===== src/rtl/nn_pkg.sv =====
// Shared numeric formats for the hidden-layer neuron datapath.
package nn_pkg;

    localparam int IN_W  = 12;
    localparam int ACC_W = 23;
    localparam logic [21:0] MAG_MAX = 22'h3FFFFF;

    // 12-bit sign-magnitude fraction: sign bit plus Q0.11 magnitude.
    typedef struct packed {
        logic        sign;
        logic [10:0] mag;
    } in_sm_t;

    // 23-bit sign-magnitude fraction: sign bit plus Q0.22 magnitude.
    typedef struct packed {
        logic        sign;
        logic [21:0] mag;
    } acc_sm_t;

    // ReLU on a sign-magnitude value: any negative value becomes +0.
    function automatic acc_sm_t relu(input acc_sm_t v);
        acc_sm_t r;
        if (v.sign) begin
            r = acc_sm_t'(23'h000000);
        end else begin
            r = v;
        end
        return r;
    endfunction

endpackage


===== src/rtl/sm_add_sat.sv =====
// Saturating sign-magnitude adder for Q0.22 values; zero results are always +0.
module sm_add_sat
    import nn_pkg::*;
(
    input  acc_sm_t a,
    input  acc_sm_t b,
    output acc_sm_t sum
);

    logic [22:0] mag_sum_s;
    acc_sm_t     res_s;

    // Add or subtract magnitudes depending on sign agreement, clamp overflow.
    always_comb begin
        mag_sum_s = {1'b0, a.mag} + {1'b0, b.mag};
        res_s     = acc_sm_t'(23'h000000);
        if (a.sign == b.sign) begin
            res_s.sign = a.sign;
            if (mag_sum_s[22]) begin
                res_s.mag = MAG_MAX;
            end else begin
                res_s.mag = mag_sum_s[21:0];
            end
        end else if (a.mag > b.mag) begin
            res_s.sign = a.sign;
            res_s.mag  = a.mag - b.mag;
        end else if (b.mag > a.mag) begin
            res_s.sign = b.sign;
            res_s.mag  = b.mag - a.mag;
        end else begin
            res_s.sign = 1'b0;
            res_s.mag  = 22'h000000;
        end

        sum = res_s;
        if (res_s.mag == 22'h000000) begin
            sum.sign = 1'b0;
        end else begin
            sum.sign = res_s.sign;
        end
    end

endmodule


===== src/rtl/sm_frac_mult.sv =====
// Sign-magnitude fractional multiplier: Q0.11 x Q0.11 -> Q0.22, never -0.
module sm_frac_mult
    import nn_pkg::*;
(
    input  in_sm_t  x,
    input  in_sm_t  w,
    output acc_sm_t prod
);

    logic [21:0] mag_s;

    // Multiply magnitudes; the sign survives only on a nonzero product.
    always_comb begin
        mag_s = 22'({11'h000, x.mag} * {11'h000, w.mag});
        prod.mag = mag_s;
        if (mag_s == 22'h000000) begin
            prod.sign = 1'b0;
        end else begin
            prod.sign = x.sign ^ w.sign;
        end
    end

endmodule


===== src/rtl/fraction_mac_relu.sv =====
// Single-neuron MAC: bias + sum(x*w) in sign-magnitude, ReLU on the last term.
module fraction_mac_relu
    import nn_pkg::*;
(
    input  logic               clk,
    input  logic               rst,
    input  logic               start,
    input  logic [ACC_W-1:0]   bias,
    input  logic               in_valid,
    input  logic [IN_W-1:0]    in_x,
    input  logic [IN_W-1:0]    in_w,
    input  logic               in_last,
    output logic [ACC_W-1:0]   out_data,
    output logic               out_valid
);

    acc_sm_t acc_r;
    acc_sm_t out_data_r;
    logic    out_valid_r;

    acc_sm_t bias_s;
    acc_sm_t prod_s;
    acc_sm_t add_a_s;
    acc_sm_t sum_s;
    acc_sm_t acc_next_s;
    acc_sm_t relu_s;

    assign bias_s = acc_sm_t'(bias);

    sm_frac_mult u_mult (
        .x    (in_sm_t'(in_x)),
        .w    (in_sm_t'(in_w)),
        .prod (prod_s)
    );

    sm_add_sat u_add (
        .a   (add_a_s),
        .b   (prod_s),
        .sum (sum_s)
    );

    // A start restarts from the bias, otherwise keep adding onto the running sum.
    always_comb begin
        if (start) begin
            add_a_s = bias_s;
        end else begin
            add_a_s = acc_r;
        end
    end

    // Next accumulator value, start taking precedence over plain accumulation.
    always_comb begin
        acc_next_s = acc_r;
        if (start && in_valid) begin
            acc_next_s = sum_s;
        end else if (start) begin
            acc_next_s = bias_s;
        end else if (in_valid) begin
            acc_next_s = sum_s;
        end else begin
            acc_next_s = acc_r;
        end
        relu_s = relu(acc_next_s);
    end

    // Accumulator and registered ReLU output with its one-cycle valid pulse.
    always_ff @(posedge clk) begin
        if (rst) begin
            acc_r       <= acc_sm_t'(23'h000000);
            out_data_r  <= acc_sm_t'(23'h000000);
            out_valid_r <= 1'b0;
        end else begin
            acc_r <= acc_next_s;
            if (in_valid && in_last) begin
                out_data_r  <= relu_s;
                out_valid_r <= 1'b1;
            end else begin
                out_data_r  <= out_data_r;
                out_valid_r <= 1'b0;
            end
        end
    end

    assign out_data  = out_data_r;
    assign out_valid = out_valid_r;

endmodule


===== config.mk =====
export PLATFORM = sky130hd
export DESIGN_NAME = fraction_mac_relu
export DESIGN_NICKNAME = d
export VERILOG_FILES = /design/src/rtl/nn_pkg.sv /design/src/rtl/sm_add_sat.sv /design/src/rtl/sm_frac_mult.sv /design/src/rtl/fraction_mac_relu.sv
export SDC_FILE = /design/constraint.sdc
export NUM_CORES = 1
export LEC_CHECK = 0
export CORE_MARGIN = 8
export CORE_UTILIZATION = 39
export CTS_CLUSTER_DIAMETER = 40
export CTS_CLUSTER_SIZE = 16
export DETAILED_ROUTE_END_ITERATION = 12
export GPL_TIMING_DRIVEN = 1
export PLACE_DENSITY_LB_ADDON = 0.3
export SETUP_SLACK_MARGIN = 0.4
export SYNTH_ARGS = -nofsm -noshare
export SYNTH_HDL_FRONTEND = slang
export SYNTH_HIERARCHICAL = 1
export SYNTH_SLANG_ARGS = --single-unit

===== constraint.sdc =====
create_clock -name clk -period 12.5 [get_ports clk]
set_clock_uncertainty 0.05 [all_clocks]
set_input_delay 1.875 -clock clk [delete_from_list [all_inputs] [get_ports clk]]
set_output_delay 1.875 -clock clk [all_outputs]
set_load 0.02 [all_outputs]

==> results.json <==
{
  "routed_wl_um": 36400,
  "crit_arrival_ns": 11.47,
  "finalMaxSlewViolations": 0,
  "ys_types": 88,
  "hp-start": "out_data[12]$_SDFFE_PP0P_",
  "clk_path_buf_depth": 2,
  "status": "complete, no violations",
  "first_global_vias": 9912,
  "fin_nets": 1672,
  "synth_seq_cells": 46,
  "r2r-end": "out_data[6]$_SDFFE_PP0P_",
  "startpoint_type": "primary input",
  "io_buffers": 74,
  "crit_end": "out_data[6]$_SDFFE_PP0P_",
  "post_cts.repair.setup_buffers": 0,
  "cts-buffers-inserted": 5,
  "final_common_cell": "inv_1",
  "hold_path.class": "reg2reg",
  "die_y_um": 184,
  "grt_pass1_wl_um": 56300,
  "tns_ns": 0,
  "path_max_fanout": 23,
  "synth_area_per_cell_um2": 7.89,
  "crit_start": "in_w[2]",
  "area_growth_pct": 10.5,
  "drt_iter0_markers": 925,
  "ant_nets": 0,
  "antenna_found_initial": 0,
  "start_util": 0.395,
  "core_area_um2": 27800,
  "clock-sinks": 46,
  "slew_headroom": 0.283,
  "yosysSeqAreaShare": 0.0839,
  "r2r_slack_ns": 7.01,
  "wl_per_cell_um": 20.3,
  "slowest_stage": "clkdlybuf4s50_1",
  "crit_required_ns": 12.67,
  "vias": 10300,
  "syn_area_um2": 11000,
  "die-area_um2": 33800,
  "grt_setup_unrepaired": "no",
  "io_pins": 76,
  "finalSetupViolCount": 0,
  "worstMarginPinSlew_ns": 1.07,
  "crit_type": "in2reg",
  "drive_gt1_frac": 0.0822,
  "min_period_ns": 11.30,
  "gp_congestion": 0.955,
  "vias_per_cell": 5.74,
  "max_freq_mhz": 88.5,
  "syn-instance-count": 1390,
  "synth_edf_count": 0,
  "final-hold-violation-count": 0,
  "first_pass_iters": 6,
  "cap_violations": 0,
  "grtUsageTotal": 0.211,
  "die_w_um": 184,
  "synthesis.nets": 1651,
  "route.detailed.drc": 0,
  "max_stage_delay_ns": 0.73,
  "ys.flop_type": "dfxtp_1",
  "min_period_over_period": 0.904,
  "r2r_start": "acc_r[9]$_SDFF_PP0_",
  "ctsHtreeMaxLevel": 2,
  "yosysWarnings": 6,
  "grt-ovfl-total": 0,
  "grt_max_degree": 92,
  "dp_hpwl_um": 29600,
  "mostFrequentLayoutCells": "184 x inv_1, 126 x ha_1, 107 x a21oi_1, 107 x nand2_1, 83 x fa_1",
  "path_clk_slew_ns": 0.08,
  "crit_path_end_kind": "flop",
  "diodes": 0,
  "reg2reg_depth": 17,
  "cts_tree": "done",
  "postSynth.asyncResetShare": 0,
  "clk_latency_ns": 0.32,
  "hold_buffers": 0,
  "cts_root_buf": "clkbuf_16",
  "ctsResizeCount": 0,
  "rows": 61
}
==> metal layers <==
metal | share of wire | track usage | vias up
met2 | 0.47 | 0.359 | 369
met4 | 0.043 | 0.0884 | 0
met1 | 0.43 | 0.274 | 4992
met5 | 0 | 0 | -
met3 | 0.051 | 0.0146 | 80
li1 | - | - | 4834
==> registers in the layout, indices dropped and copies added, names as in the netlist <==
signal / cells
acc_r: 23
out_valid: 1
out_data: 22
==> cell type report <==
cell class	instances	area (µm²)
Tap cell	378	473
Clock buffer	5	125
Fill cell	2878	15700
Sequential cell	46	921
Multi-Input combinational cell	1079	8980
Clock inverter	3	43.8
Inverter	184	691
Timing Repair Buffer	95	888
==> worst min path at each step <==
stage / to / cells after the start
floorplan: acc_r[10]$_SDFF_PP0_ / 2
CTS: out_data[12]$_SDFFE_PP0P_ / 2
finish: out_data[12]$_SDFFE_PP0P_ / 2
global route: out_data[12]$_SDFFE_PP0P_ / 2
global placement: out_data[20]$_SDFFE_PP0P_ / 2
detailed placement: out_data[12]$_SDFFE_PP0P_ / 2
==> worst max-delay path, delay by kind of cell <==
family	cells	cell delay, ns
fa+ha+maj	6	2.85
compound gates	6	1.38
simple gates	12	3.53
xor+xnor	2	0.44
buf+inv	8	1.39
==> cell families (layout without fill, tap and decap cells) <==
kind of cell	Yosys count	in the layout	share of synthesized area
AO/OA/AOI/OAI	367	367	0.240
other	1	1	0.000342
buffers and inverters	265	287	0.0984
flip-flops	46	46	0.0839
multiplexers	27	27	0.0343
XOR/XNOR	36	36	0.0287
AND/OR/NAND/NOR	439	439	0.219
adder cells (fa/ha/maj)	209	209	0.295
==> stage by stage <==
stage | std cells | hold WS [ns] | area (µm²) | util | setup slack [ns]
floorplan | 1390 | 0.537 | 11000 | - | 2.89
global placement | 1782 | 0.507 | 12000 | 0.430 | 1.04
detailed placement | 1782 | 0.513 | 12000 | 0.430 | 0.962
CTS | 1790 | 0.525 | 12100 | 0.436 | 1.27
global route | 1790 | 0.541 | 12100 | 0.436 | 0.571
finish | 1790 | 0.521 | 12100 | 0.436 | 1.20
==> cell usage after synthesis (13+ instances only) <==
| cell type | number | area, µm² |
|---|---|---|
| a21bo_2 | 22 | 220 |
| a21o_1 | 17 | 128 |
| a21oi_1 | 107 | 536 |
| and2_1 | 75 | 469 |
| buf_2 | 32 | 160 |
| clkbuf_1 | 39 | 146 |
| dfxtp_1 | 46 | 921 |
| fa_1 | 83 | 1660 |
| ha_1 | 126 | 1580 |
| inv_1 | 184 | 691 |
| mux2_4 | 20 | 300 |
| nand2_1 | 107 | 402 |
| nand2b_1 | 36 | 225 |
| nand3_1 | 16 | 80.1 |
| nand4b_1 | 23 | 201 |
| nor2_1 | 65 | 244 |
| nor3_1 | 29 | 145 |
| o211a_1 | 29 | 290 |
| o211ai_1 | 17 | 128 |
| o21ai_0 | 49 | 245 |
| or3_1 | 13 | 81.3 |
| xnor2_1 | 25 | 219 |
Power is left out: the tool's default activity adds up to more than one toggle a clock period on the data nets, which glitch-free logic cannot reach.
